## src/rtl/dap_pkg.sv

```systemverilog
// rtl/dap_pkg.sv - shared DAP types and constants
//
// Purpose: response codes, the fill value for failed reads, the AP scheduler
// state encoding and the latched AP request record. The DP imports this
// package too.
// Ports: none (package).

package dap_pkg;

   localparam logic [2:0]  RESP_OK_FAULT = 3'h2;
   localparam logic [2:0]  RESP_WAIT     = 3'h1;
   localparam logic [31:0] UNPREDICTABLE = 32'hdead_dead;

   typedef enum logic [1:0] {
      IDLE = 2'd0,
      WAIT = 2'd1,
      RAZ  = 2'd2
   } ap_sched_state_e;

   typedef struct packed {
      logic [5:0]  addr;
      logic [31:0] wdata;
      logic        write;
   } ap_req_t;

endpackage

```

## src/rtl/dap_ap_timer.sv

```systemverilog
// rtl/dap_ap_timer.sv - saturating hang timer for the AP scheduler
//
// Purpose: counts cycles while enabled, clears on demand, and flags expiry
// once the count reaches TIMEOUT-1. The count stops at expiry and never wraps.
// Ports:
//   clk, rstn  clock and asynchronous active-low reset
//   clr        force count to zero (takes priority over en)
//   en         advance count by one
//   expired    count == TIMEOUT-1

module dap_ap_timer #(
   parameter int TIMEOUT = 1024
) (
   input  logic clk,
   input  logic rstn,
   input  logic clr,
   input  logic en,
   output logic expired
);

   localparam int W = (TIMEOUT > 2) ? $clog2(TIMEOUT) : 1;

   logic [W-1:0] count;

   assign expired = (count == W'(TIMEOUT - 1));

   always_ff @(posedge clk or negedge rstn) begin
      if (!rstn) begin
         count <= '0;
      end else if (clr) begin
         count <= '0;
      end else if (en && !expired) begin
         count <= count + 1'b1;
      end
   end

endmodule

```

## src/rtl/dap_ap_sched.sv

```systemverilog
// rtl/dap_ap_sched.sv - DP-to-AP transaction scheduler
//
// Purpose: accepts one AP transaction per ap_upd, runs a req/ready handshake
// to the selected AP (or reads-as-zero for unimplemented selects), reports
// WAIT while busy, and returns read data plus sticky error and overrun flags.
// A hung access is force-completed after TIMEOUT cycles; ap_abort cancels it.
// Ports:
//   clk, rstn                       clock, asynchronous active-low reset
//   ap_upd/ap_sel/ap_addr/
//   ap_wdata/ap_rnw                 transaction from the DP
//   ap_abort, ap_clr_err            cancel access / clear sticky flags
//   ap_busy, ap_ack, ap_rdata,
//   ap_slverr, ap_orun              status back to the DP
//   m_req/m_addr/m_wdata/m_write    request to the APs (m_req one-hot)
//   m_ready/m_rdata/m_slverr        per-AP completion

module dap_ap_sched
   import dap_pkg::*;
#(
   parameter int NUM_AP  = 2,
   parameter int TIMEOUT = 1024
) (
   input  logic                  clk,
   input  logic                  rstn,
   input  logic                  ap_upd,
   input  logic [7:0]            ap_sel,
   input  logic [5:0]            ap_addr,
   input  logic [31:0]           ap_wdata,
   input  logic                  ap_rnw,
   input  logic                  ap_abort,
   input  logic                  ap_clr_err,
   output logic                  ap_busy,
   output logic [31:0]           ap_rdata,
   output logic                  ap_slverr,
   output logic [2:0]            ap_ack,
   output logic                  ap_orun,
   output logic [NUM_AP-1:0]     m_req,
   output logic [5:0]            m_addr,
   output logic [31:0]           m_wdata,
   output logic                  m_write,
   input  logic [NUM_AP-1:0]     m_ready,
   input  logic [32*NUM_AP-1:0]  m_rdata,
   input  logic [NUM_AP-1:0]     m_slverr
);

   localparam logic [8:0] NUM_AP_W = 9'(NUM_AP);

   ap_sched_state_e state, state_nxt;
   ap_req_t         req_q;
   logic [7:0]      sel_q;
   logic            sel_valid;
   logic            sel_ready;
   logic            sel_err;
   logic [31:0]     sel_rdata;
   logic            expired;
   logic            slverr_set;
   logic            orun_set;
   logic [31:0]     rdata_nxt;

   assign m_addr    = req_q.addr;
   assign m_wdata   = req_q.wdata;
   assign m_write   = req_q.write;
   assign sel_valid = ({1'b0, ap_sel} < NUM_AP_W);

   dap_ap_timer #(.TIMEOUT(TIMEOUT)) u_timer (
      .clk     (clk),
      .rstn    (rstn),
      .clr     (state != WAIT),
      .en      (state == WAIT),
      .expired (expired)
   );

   // Completion inputs of the selected AP only; other APs are ignored.
   always_comb begin
      sel_ready = 1'b0;
      sel_err   = 1'b0;
      sel_rdata = '0;
      for (int i = 0; i < NUM_AP; i++) begin
         if (sel_q == 8'(i)) begin
            sel_ready = m_ready[i];
            sel_err   = m_slverr[i];
            sel_rdata = m_rdata[32*i +: 32];
         end
      end
   end

   // State register
   always_ff @(posedge clk or negedge rstn) begin
      if (!rstn) state <= IDLE;
      else       state <= state_nxt;
   end

   // Next-state logic; in WAIT ready beats abort beats timeout.
   always_comb begin
      state_nxt = state;
      case (state)
         IDLE:    if (ap_upd) state_nxt = sel_valid ? WAIT : RAZ;
         WAIT:    if (sel_ready || ap_abort || expired) state_nxt = IDLE;
         RAZ:     state_nxt = IDLE;
         default: state_nxt = IDLE;
      endcase
   end

   // Outputs decoded from state; reset drops m_req immediately.
   always_comb begin
      ap_busy = (state != IDLE);
      ap_ack  = ap_busy ? RESP_WAIT : RESP_OK_FAULT;
      m_req   = '0;
      for (int i = 0; i < NUM_AP; i++) begin
         m_req[i] = (state == WAIT) && (sel_q == 8'(i));
      end
   end

   // Result and sticky-flag updates on completion.
   always_comb begin
      rdata_nxt  = ap_rdata;
      slverr_set = 1'b0;
      orun_set   = ap_upd && (state != IDLE);
      if (state == WAIT) begin
         if (sel_ready) begin
            if (!req_q.write) rdata_nxt = sel_rdata;
            slverr_set = sel_err;
         end else if (!ap_abort && expired) begin
            if (!req_q.write) rdata_nxt = UNPREDICTABLE;
            slverr_set = 1'b1;
         end
      end else if (state == RAZ) begin
         if (!req_q.write) rdata_nxt = '0;
      end
   end

   always_ff @(posedge clk or negedge rstn) begin
      if (!rstn) begin
         req_q     <= '0;
         sel_q     <= '0;
         ap_rdata  <= '0;
         ap_slverr <= 1'b0;
         ap_orun   <= 1'b0;
      end else begin
         if (state == IDLE && ap_upd) begin
            req_q.addr  <= ap_addr;
            req_q.wdata <= ap_wdata;
            req_q.write <= ~ap_rnw;
            sel_q       <= ap_sel;
         end
         ap_rdata  <= rdata_nxt;
         // A set in the same cycle as a clear wins.
         ap_slverr <= slverr_set | (ap_slverr & ~ap_clr_err);
         ap_orun   <= orun_set   | (ap_orun   & ~ap_clr_err);
      end
   end

endmodule

```

## config.mk

```make
export PLATFORM = sky130hd
export DESIGN_NAME = dap_ap_sched
export DESIGN_NICKNAME = d
export VERILOG_FILES = /design/src/rtl/dap_pkg.sv /design/src/rtl/dap_ap_timer.sv /design/src/rtl/dap_ap_sched.sv
export SDC_FILE = /design/constraint.sdc
export NUM_CORES = 1
export LEC_CHECK = 0
export BUFFER_PORTS_ARGS = -buffer_cell sky130_fd_sc_hd__buf_2
export CAP_MARGIN = 15
export CORE_MARGIN = 10
export CORE_UTILIZATION = 47
export CTS_CLUSTER_DIAMETER = 120
export DETAILED_ROUTE_END_ITERATION = 6
export GPL_ROUTABILITY_DRIVEN = 0
export PLACE_DENSITY = 0.9
export REMOVE_ABC_BUFFERS = 1
export SLEW_MARGIN = 20
export SYNTH_ARGS = -nofsm -noshare
export SYNTH_HDL_FRONTEND = slang
export SYNTH_SLANG_ARGS = --single-unit
```

## constraint.sdc

```tcl
create_clock -name clk -period 2.51 [get_ports clk]
set_input_delay 0.1255 -clock clk [delete_from_list [all_inputs] [get_ports clk]]
set_output_delay 0.1255 -clock clk [all_outputs]
set_load 0.05 [all_outputs]
```

== After elaboration in Yosys (flattened, before gate mapping) ==
Cells that the tools add are included.

* Bits of input ports: 120
* Word-level logic and storage cells: 68
* Register bits after elaboration: 93
* Output and inout bits: 79

* Mux-type cells: 23
* Reductions and logical operators: 17
* Eq/ne operators: 11
* Magnitude comparators: 1
* Add/subtract/negate cells: 1
* Bitwise operators: 6

{| class="wikitable"
|+ Operators by type and width
! cell !! number
|-
| two-way mux 32 bit || 9
|-
| two-way mux 10 bit || 2
|-
| adder 10 x 1 -> 10 bit, second input constant || 1
|-
| == test 10 bit, second input constant || 1
|-
| == test 8 x 1 -> 1 bit, second input constant || 1
|-
| zero test 8 bit || 1
|-
| less-than comparator 8 x 2 -> 1 bit, second input constant || 1
|-
| two-way mux 2 bit || 4
|-
| inequality test 2 bit, second input constant || 4
|-
| two-way mux 1 bit || 7
|-
| logical AND 1 bit || 6
|-
| nonzero test 2 bit || 3
|-
| AND reduction 5 bit || 1
|-
| inequality test 2 x 1 -> 1 bit, second input constant || 2
|-
| one-hot mux 2 bit (2 select lines) || 1
|-
| inequality test 3 bit, second input constant || 1
|-
| bitwise AND 1 bit || 2
|-
| == test 2 x 1 -> 1 bit, second input constant || 1
|-
| == test 2 bit, second input constant || 1
|-
| zero test 1 bit || 2
|-
| zero test 2 bit || 1
|-
| logical OR 1 bit || 2
|-
| inverter 1 bit || 2
|-
| bitwise OR 1 bit || 2
|-
| AND reduction 2 bit || 1
|}

== Longest topological paths before layout ==
Gate-level depths: netlist of the first run.

* Word-level depth: 7
* Depth in mapped cells: 6
* Depth with buffers taken out: 5

== Hierarchy ==
From an unflattened synthesis of the first run, not the netlist that was laid out.

* Cells, all modules: 332
* Area total of the unflattened synthesis: 4249.1 um^2

{| class="wikitable"
|+ Modules (own cells, without submodules)
! module !! area each (um^2) !! cells each !! sequential area each (um^2) !! times used
|-
| dap_ap_sched || 3674.8 || 276 || 2077.0 || 1
|-
| dap_ap_timer || 574.3 || 56 || 250.2 || 1
|}

== Worst setup path after synthesis of the first run ==
OpenSTA, ideal clock, no wires.

* Path kind: register -> register
* From: register state[0]
* To: register req_q (netlist bit m_wdata[0])
* Path buffers: 2
* Data arrival time: 2.076 ns
* Period minus slack after synthesis: 2.143 ns
* Data required time: 2.444 ns
* Cell stages (with the launch flop): 7
* Slack: 0.367 ns
* Cell sequence: dfrtp_1 > nor2_1 > and2_1 > clkbuf_1 > buf_1 > nand2_1 > nand2_1

* Cells in the longest elaborated chain, start to end: 2

{| class="wikitable"
|+ RTL lines
! element !! line !! text
|-
| start: declaration || dap_ap_sched.sv:48 || <nowiki>ap_sched_state_e state, state_nxt;</nowiki>
|-
| start signal: assignment || dap_ap_sched.sv:90 || <nowiki>else state <= state_nxt;</nowiki>
|-
| zero test 2 bit || dap_ap_sched.sv:140 || <nowiki>if (state == IDLE && ap_upd) begin</nowiki>
|-
| logical AND 1 bit || dap_ap_sched.sv:140 ||
|-
| end: declaration || dap_ap_sched.sv:49 || <nowiki>ap_req_t req_q;</nowiki>
|}

Every way passes these cells.
A chain may end at the register's enable or synchronous reset.

== Worst setup path after layout of the first run ==
* From: register u_timer.count[0]
* To: register ap_rdata[31]

* Cells in the longest elaborated chain, start to end: 4

{| class="wikitable"
|+ RTL lines
! element !! line !! text
|-
| start: declaration || dap_ap_timer.sv:23 || <nowiki>logic [W-1:0] count;</nowiki>
|-
| start signal: assignment || dap_ap_timer.sv:33 || <nowiki>count <= count + 1'b1;</nowiki>
|-
| == test 10 bit (*) || dap_ap_timer.sv:25 || <nowiki>assign expired = (count == W'(TIMEOUT - 1));</nowiki>
|-
| logical AND 1 bit (*) || dap_ap_sched.sv:123 || <nowiki>end else if (!ap_abort && expired) begin</nowiki>
|-
| inequality test 3 bit (no line) or inequality test 2 bit (tied branches) || -- ||
|-
| AND reduction 5 bit (no line) (*) || -- ||
|-
| end signal: assignment || dap_ap_sched.sv:146 || <nowiki>ap_rdata <= rdata_nxt;</nowiki>
|-
| end: declaration || dap_ap_sched.sv:33 || <nowiki>output logic [31:0] ap_rdata,</nowiki>
|}

Mark *: on every way between the ends. The rest lies on a longest branch, timed or not.

==> impl_metrics.tcl, run 1 <==
set metrics [dict create \
    cts_sinks 93 \
    finalClockSkew_ns 0.0148 \
    first_iter_violations 227 \
    path_clk_slew_ns 0.09 \
    cts_tree "yes" \
    hold_buffers 48 \
    vdd_drop_max_mv 0.454 \
    p_sw_share_pct 35.2 \
    setup_viol 0 \
    cts.repair.resized 0 \
    die-area_um2 13400 \
    yosys_warnings 0 \
    numCtsBuffers 9 \
    power_mw 3.63 \
    drtAntennaViolNets 0 \
    cp.arrival_ns 2.38 \
    cp_num_cells 5 \
    start_util_pct 48.9 \
    grt_max_degree 53 \
    seq_area_frac_synth_pct 54.1 \
    p_sw_mw 1.28 \
    status "finished, final reports clean" \
    rr_startpoint "u_timer.count[0]$_DFFE_PN0P_" \
    htreeDepth 3 \
    clkLatencyLatePin_ns 0.36 \
    start_kind "register" \
    grt_usage_pct 21.4 \
    dp_hpwl_um 9700 \
    grt_pass1_vias 4457 \
    hold_class "in2reg" \
    finalNonFillerCells 807 \
    cts-root-buf "clkbuf_8" \
    maxSlewViolCount 0 \
    critPathTopFamily "simple AND/OR/NAND/NOR gates" \
    portBuffers 197 \
    period_share_pct 83.7 \
    p_per_area_nw_per_um2 603 \
    drive_above_1_share_pct 32.6 \
    whs_ns 0.0393 \
    viasPerCell 5.22 \
    area_growth_pct 40.1 \
    rrSetupSlack_ns 0.41 \
    synth.avg_cell_area_um2 9.42 \
    die_h_um 116 \
    dr.pass1.iters 5 \
    path_cells "ha_1 > nand3_1 > or4_4 > nand2_4 > mux2i_1" \
    max_stage_delay_ns 0.57 \
    grt_pass1_wl_um 22900 \
    timing.rr.end "ap_rdata[31]$_DFFE_PN0P_" \
    drv_cap 0 \
    routedWlPerCell_um 18.1 \
    rsz0062_at_grt "no" \
    clock_path_buffers 2 \
    synthDistinctLibCells 44 \
    cts_setup_buffers 0 \
    io_pins 199 \
    critPathMaxFanout 22 \
    hold_path_end "ap_orun$_DFF_PN0_" \
    coreArea_um2 8810 \
    routed-via-count 4209 \
    wirelength_um 14600 \
    drc 0 \
    fin_setup_tns_ns 0 \
    hp-start "ap_upd" \
    power_frac_seq_pct 46.3 \
    cp.buffers_inverters 0 \
    netlist_instances 457 \
    dieWidth_um 116 \
    combPwrFrac_pct 26.0 \
    syn_area_um2 4300 \
    crit_path_top_delay_cell "or4_4" \
    whs_path_depth 2 \
    dp_cells 740 \
    critical_path_required_ns 2.79 \
    end_kind "register" \
    worst_slack_ns 0.408 \
    timing.fmax_ghz 0.476 \
    rows 34 \
    relSlewSlack_pct 54.7 \
    ys_ff_latch 93 \
    overflow 0 \
    nNetsFinal 812 \
    hold_viol 0 \
    power_frac_clock_pct 27.8 \
    p_int_mw 2.36 \
    ff2ff_path_depth 5 \
    p_leak_nw 3.17 \
    dp_slack_ns 0.433 \
    worstMarginPinSlew_ns 0.680 \
    antenna_found_initial 3 \
    min_period_ns 2.10 \
    crit_type "reg2reg" \
]
power groups by stage:
stage | Clock (mW) | Combinational (mW) | Sequential [mW]
2_1_floorplan | 0 | 0.211 | 2.04
3_3_place_gp | 0 | 0.843 | 1.69
3_5_place_dp | 0 | 0.868 | 1.70
4_1_cts | 1.02 | 0.925 | 1.67
5_1_grt | 1.11 | 1.01 | 1.69
6_report | 1.01 | 0.944 | 1.68
layout by cell type (no fill, tap or decap), types with 2 or more instances in the layout:
cell type        n
a211oi_1        22
diode_2          3
xor2_1           4
and2_1           2
nand3_1          7
nor2b_1         23
nor3_1           5
nor2_1          15
dfrtp_1         92
xnor2_1          2
nand2_1        173
clkbuf_8         9
and3_1           2
dlygate4sd3_1   48
o21ai_0          5
a31oi_1          2
clkinv_4         2
inv_1            3
buf_2          196
mux2i_1         35
clkinvlp_4       2
nand4_1          3
buf_4            7
o22ai_1         10
logic make-up after synthesis:
kind of cell / Yosys count / synth area share (%)
buf+inv: 32 / 3.78
simple gates: 244 / 25.0
other cells: 1 / 0.0872
compound gates: 44 / 7.10
flops: 93 / 54.1
mux: 36 / 8.40
fa+ha+maj: 1 / 0.291
xor+xnor: 6 / 1.22
sequential cells by signal, indices dropped and copies added (netlist names):
signal / count
ap_slverr: 1
ap_rdata: 32
sel_q: 8
ap_orun: 1
state: 2
m_wdata: 32
m_write: 1
m_addr: 6
u_timer.count: 10
worst max path at each step:
stage | startpoint | end
CTS | u_timer.count[0]$_DFFE_PN0P_ | ap_rdata[0]$_DFFE_PN0P_
global placement | u_timer.count[0]$_DFFE_PN0P_ | ap_rdata[0]$_DFFE_PN0P_
global route | u_timer.count[0]$_DFFE_PN0P_ | ap_rdata[14]$_DFFE_PN0P_
detailed placement | u_timer.count[0]$_DFFE_PN0P_ | ap_rdata[0]$_DFFE_PN0P_
floorplan | sel_q[0]$_DFFE_PN0P_ | ap_rdata[0]$_DFFE_PN0P_
finish | u_timer.count[0]$_DFFE_PN0P_ | ap_rdata[31]$_DFFE_PN0P_
cells in the mapped netlist (all sizes together):
cell / n / area (µm²)
nand2: 175 / 667
dfrtp: 93 / 2330
mux2i: 35 / 350
nor2b: 23 / 144
a211oi: 22 / 165
clkbuf: 21 / 78.8
nor2: 15 / 56.3
o22ai: 10 / 62.6
buf: 8 / 72.6
nand3: 7 / 35.0
nor3: 5 / 25.0
o21ai: 5 / 25.0
nand4: 4 / 31.3
xor2: 4 / 35.0
inv: 3 / 11.3
a31oi: 2 / 12.5
and2: 2 / 12.5
and3: 2 / 12.5
nor4: 2 / 18.8
or3b: 2 / 17.5
xnor2: 2 / 17.5
a211o: 1 / 8.76
a21oi: 1 / 5.00
a22o: 1 / 8.76
a311oi: 1 / 8.76
and4: 1 / 8.76
conb: 1 / 3.75
ha: 1 / 12.5
mux2: 1 / 11.3
nand2b: 1 / 6.26
nand3b: 1 / 7.51
nor3b: 1 / 7.51
nor4b: 1 / 8.76
o2111ai: 1 / 8.76
or2b: 1 / 7.51
or4: 1 / 11.3
cell type report:
class | instances | area [µm²]
fillers | 642 | 2780
flip-flops and latches | 93 | 2330
multi-input cells | 332 | 1810
repair buffers | 252 | 1530
well taps | 108 | 135
clock buffers | 10 | 128
clock inverters | 6 | 71.3
inverters | 3 | 11.3
diodes | 3 | 7.51
worst register-to-register path, cell delays in order (launching register included):
cell	delay [ns]
dfrtp_1	0.40
ha_1	0.27
nand3_1	0.18
or4_4	0.58
nand2_4	0.33
mux2i_1	0.27
through the flow:
step | cell area, µm² | util, %
detailed placement | 5340 | 60.7
global route | 6030 | 68.5
CTS | 6020 | 68.4
floorplan | 4150 | -
finish | 6030 | 68.5
global placement | 5340 | 60.7
routing by layer:
layer | up-vias | share of wire, % | track usage (%)
li1 | 1984 | - | -
met1 | 1962 | 38 | 24.3
met2 | 245 | 46 | 34.6
met3 | 18 | 15 | 11.1
met4 | 0 | 1.2 | 6.59
met5 | - | 0 | 0
(Power assumes the default switching activity.)
==> run 2: changes to the inputs <==
clock period = 1.95 ns   (was 2.51 ns; I/O delays follow)
==> run 2 against run 1 <==
Clock skew barely moved. Clock-buffer cell count rose by 2. Cell count rose by 0.50%. Sequential share of layout area fell by 0.73 points. Largest power group unchanged. Highest routed layer unchanged.
==> impl_metrics.tcl, run 2 (synthesis results as in run 1) <==
set metrics [dict create \
    antenna_found_initial 0 \
    overflow 0 \
    cts_tree "yes" \
    dr.pass1.iters 4 \
    timing.rr.end "ap_rdata[0]$_DFFE_PN0P_" \
    whs_path_depth 3 \
    rsz0062_at_grt "yes" \
    p_per_area_nw_per_um2 770 \
    area.sequential_um2 2330 \
    period_share_pct 96.8 \
    drv_cap 0 \
    wirelength_um 14200 \
    fin_util_pct 69.8 \
    setup_viol 0 \
    final_cell_mix "buf_2, nand2_1, dfrtp_1" \
    path_clk_slew_ns 0.10 \
    io_pins 199 \
    hold_class "in2reg" \
    cts-root-buf "clkbuf_8" \
    routed-via-count 4208 \
    final_common_cell "buf_2" \
    timing.fmax_ghz 0.530 \
    rrSetupSlack_ns 0.06 \
    dp_hpwl_um 9980 \
    clkLatencyLatePin_ns 0.34 \
    hold_path_end "sel_q[0]$_DFFE_PN0P_" \
    fin_setup_tns_ns 0 \
    n_antenna_cell 0 \
    min_period_ns 1.89 \
    first_iter_violations 211 \
    start_util_pct 48.9 \
    die_h_um 116 \
    routedWlPerCell_um 17.5 \
    grt_pass1_wl_um 22700 \
    htreeDepth 3 \
    start_kind "register" \
    maxSlewViolCount 0 \
    placed_area_um2 5440 \
    drive_above_1_share_pct 33.4 \
    drtAntennaViolNets 0 \
    multiInputGateArea_um2 1830 \
    power_mw 4.73 \
    p_leak_nw 3.24 \
    die-area_um2 13400 \
    numCtsBuffers 9 \
    hp-start "ap_sel[0]" \
    coreArea_um2 8810 \
    status "finished, final reports clean" \
    rr_startpoint "state[1]$_DFFE_PN0P_" \
    cp.arrival_ns 2.15 \
    clock_path_buffers 2 \
    fillers 647 \
    finalClockSkew_ns 0.0145 \
    vdd_drop_max_mv 0.682 \
    post-route-cell-area_um2 6140 \
    ff2ff_path_depth 4 \
    hold_viol 0 \
    cts_sinks 93 \
    end_kind "register" \
    crit_type "reg2reg" \
    dieWidth_um 116 \
    grt_usage_pct 21.1 \
    grt_max_degree 61 \
    nNetsFinal 819 \
    rows 34 \
    area_growth_pct 42.8 \
    grt_pass1_vias 4439 \
    viasPerCell 5.19 \
    portBuffers 197 \
    critical_path_required_ns 2.21 \
    critPathMaxFanout 11 \
    drc 0 \
]
## run 2: cell count changes in the layout (fill, tap and decap cells not counted), sizes merged
cell	before	now
nand2	175	176
diode	3	0
clkinvlp	2	1
buf	204	211
dlygate4sd3	48	47
clkbuf	10	12
clkinv	2	1
## run 2: per-layer routing
metal	wire length (µm)	global-route usage [%]	share of wire (%)	vias up
li1	-	-	-	2006
met1	5500	24.0	39	1981
met4	176	5.50	1.2	0
met3	1910	10.9	13	16
met5	0	0	0	-
met2	6640	34.5	47	205
## run 2: final cells by class
type	instances	share of cell area (%)
clock buffers	12	2.52
clock inverters	4	0.896
flip-flops and latches	93	37.9
inverters	3	0.183
multi-input cells	333	29.8
well taps	108	2.20
repair buffers	258	26.5
## run 2: what timing repair did
action / 4_1_cts / 5_1_grt
hold buffers: 47 / 0
pin swaps: 0 / 2
resized for setup: 1 / 0
hold endpoints to repair: 79 / 0
endpoints found under the setup margin: 22 / 10
gates cloned: 0 / 1
buffers inserted: 0 / 1
## run 2: how the worst max path moves through the flow
stage / cells past startpoint / to / start
2_1_floorplan: 4 / ap_rdata[0]$_DFFE_PN0P_ / sel_q[0]$_DFFE_PN0P_
3_3_place_gp: 4 / ap_rdata[9]$_DFFE_PN0P_ / state[1]$_DFFE_PN0P_
3_5_place_dp: 4 / ap_rdata[30]$_DFFE_PN0P_ / state[1]$_DFFE_PN0P_
4_1_cts: 4 / ap_rdata[30]$_DFFE_PN0P_ / state[1]$_DFFE_PN0P_
5_1_grt: 5 / ap_rdata[18]$_DFFE_PN0P_ / u_timer.count[0]$_DFFE_PN0P_
6_report: 4 / ap_rdata[0]$_DFFE_PN0P_ / state[1]$_DFFE_PN0P_
## run 2: per-stage QoR
stage | worst slack (ns) | instances | hold slack (ns)
floorplan | -1.01 | 428 | -0.198
global placement | 0.0898 | 746 | 0.0674
detailed placement | -0.0355 | 746 | 0.0782
CTS | 0.0339 | 809 | 0.00697
global route | -0.00932 | 811 | 0.0122
finish | 0.0622 | 811 | 0.0132
## run 2: power breakdown
part	internal (mW)	leakage [nW]	total, mW	switching (mW)
Clock	0.672	0.103	1.34	0.672
Combinational	0.381	1.92	1.23	0.852
Sequential	2.07	1.22	2.15	0.0869
## run 2: critical path: stages, from the launching register on
cell and delay, ns:
dfrtp_1 0.40, or3b_1 0.39, or4_4 0.57, nand2_4 0.22, mux2i_1 0.22
==> run 3: changes to the inputs <==
SETUP_SLACK_MARGIN = 0.1   (was not set)
==> run 3 against run 2 <==
Fmax increased by 0.56%. Sequential power hardly changed. Critical path depth is the same. Setup slack better by 0.011 ns. Cell count rose by 0.25%. First-iteration DRC count decreased by 10%. Power grew 0.18%. Die area is the same. Sequential share of layout area is 0.22 points lower. Critical path type unchanged. Critical endpoint is now ap_rdata[30]$_DFFE_PN0P_. Largest power group unchanged. Highest routed layer unchanged.
==> impl_metrics.tcl, run 3 (synthesis results as in run 1) <==
set metrics [dict create \
    status "finished, final reports clean" \
    htreeDepth 3 \
    drive_above_1_share_pct 33.8 \
    clkLatencyLatePin_ns 0.35 \
    drv_cap 0 \
    whs_ns 0.00715 \
    setup_viol 0 \
    p_per_area_nw_per_um2 767 \
    start_util_pct 48.9 \
    grt_pass1_wl_um 23000 \
    fin_setup_tns_ns 0 \
    crit_type "reg2reg" \
    dp_cells 746 \
    grt_pass1_vias 4467 \
    rows 34 \
    min_period_ns 1.88 \
    cts-root-buf "clkbuf_8" \
    io_pins 199 \
    end_kind "register" \
    whs_path_depth 3 \
    path_clk_slew_ns 0.10 \
    viasPerCell 5.23 \
    hold_class "in2reg" \
    maxSlewViolCount 0 \
    grt_max_degree 61 \
    portBuffers 197 \
    dieWidth_um 116 \
    clock_path_buffers 2 \
    ff2ff_path_depth 4 \
    final_cell_mix "buf_2, nand2_1, dfrtp_1" \
    p_leak_nw 3.26 \
    path_cells "or3b_1 > or4_4 > nand2_8 > mux2i_1" \
    timing.fmax_ghz 0.533 \
    multiInputGateArea_um2 1860 \
    dp_slack_ns -0.0355 \
    start_kind "register" \
    vdd_drop_max_mv 0.682 \
    finalNonFillerCells 813 \
    grt_usage_pct 21.4 \
    period_share_pct 96.3 \
    routedWlPerCell_um 17.6 \
    fillers 641 \
    nNetsFinal 821 \
    first_iter_violations 189 \
    routed-via-count 4256 \
    crit_path_top_delay_cell "or4_4" \
    cts_tree "yes" \
    coreArea_um2 8810 \
    drc 0 \
    power_mw 4.74 \
    cp.buffers_inverters 0 \
    finalClockSkew_ns 0.0143 \
    hold_path_end "sel_q[0]$_DFFE_PN0P_" \
    cts_sinks 93 \
    critPathMaxFanout 6 \
    antenna_found_initial 0 \
    dp_hpwl_um 9980 \
    numCtsBuffers 9 \
    drtAntennaViolNets 0 \
    critPathTopFamily "simple AND/OR/NAND/NOR gates" \
    rrSetupSlack_ns 0.07 \
    area_growth_pct 43.6 \
    overflow 0 \
    hp-start "ap_sel[0]" \
    max_stage_delay_ns 0.65 \
    cp.arrival_ns 2.13 \
    timing.rr.end "ap_rdata[30]$_DFFE_PN0P_" \
    n_antenna_cell 0 \
    worst_slack_ns 0.0727 \
    die-area_um2 13400 \
    wirelength_um 14300 \
    final_common_cell "buf_2" \
    rr_startpoint "state[1]$_DFFE_PN0P_" \
    rsz0062_at_grt "yes" \
    critical_path_required_ns 2.20 \
    area.sequential_um2 2330 \
    die_h_um 116 \
    hold_viol 0 \
    dr.pass1.iters 5 \
]
-- run 3: changes by cell type in the layout (fill, tap and decap cells not counted) --
cell / change
buf_4: +1
mux2i_1: -1
mux2i_2: +1
nand2_2: -1
nand2_4: +1
nand2_8: +1
-- run 3: timing repair --
item	CTS	global route
endpoints found under the hold margin	79	0
hold buffers	47	0
pin swaps	2	3
resized for setup	1	3
buffers inserted	1	1
gates cloned	1	1
setup endpoints to repair	22	32
-- run 3: through the flow --
step / instance area, µm² / utilization [%]
after floorplan: 4150 / -
after global placement: 5440 / 61.7
after detailed placement: 5440 / 61.7
after CTS: 6140 / 69.8
after global routing: 6180 / 70.2
final: 6180 / 70.2
-- run 3: layout make-up --
class | count | area share [%]
tap | 108 | 2.19
inverter | 3 | 0.182
clock buffer | 12 | 2.51
clock inverter | 4 | 0.891
timing repair buffer | 259 | 26.4
sequential | 93 | 37.7
multi-input combinational | 334 | 30.1
-- run 3: how the worst max path moves through the flow --
stage	to	cells past startpoint	slack, ns	startpoint
after floorplan	ap_rdata[0]$_DFFE_PN0P_	4	-1.01	sel_q[0]$_DFFE_PN0P_
after global placement	ap_rdata[9]$_DFFE_PN0P_	4	0.09	state[1]$_DFFE_PN0P_
after detailed placement	ap_rdata[30]$_DFFE_PN0P_	4	-0.04	state[1]$_DFFE_PN0P_
after CTS	ap_rdata[19]$_DFFE_PN0P_	4	0.06	state[1]$_DFFE_PN0P_
after global routing	ap_rdata[7]$_DFFE_PN0P_	4	0.02	state[1]$_DFFE_PN0P_
final	ap_rdata[30]$_DFFE_PN0P_	4	0.07	state[1]$_DFFE_PN0P_
-- run 3: routing by layer --
metal  GRT usage (%)  part of all wire, %  vias up
li1                -                    -     2014
met1            24.3                   39     2021
met2            35.0                   47      202
met3            10.9                   13       19
met4            5.67                  1.4        0
met5               0                    0        -
-- run 3: power by group --
| group | internal [mW] | leakage [nW] | switching [mW] |
|---|---|---|---|
| Sequential | 2.07 | 1.22 | 0.0870 |
| Clock | 0.672 | 0.103 | 0.676 |
| Combinational | 0.383 | 1.94 | 0.853 |
| Total | 3.12 | 3.26 | 1.62 |
-- run 3: worst register-to-register path, stage by stage, from the launching register on --
cell	delay [ns]
dfrtp_1	0.39
or3b_1	0.36
or4_4	0.65
nand2_8	0.16
mux2i_1	0.22
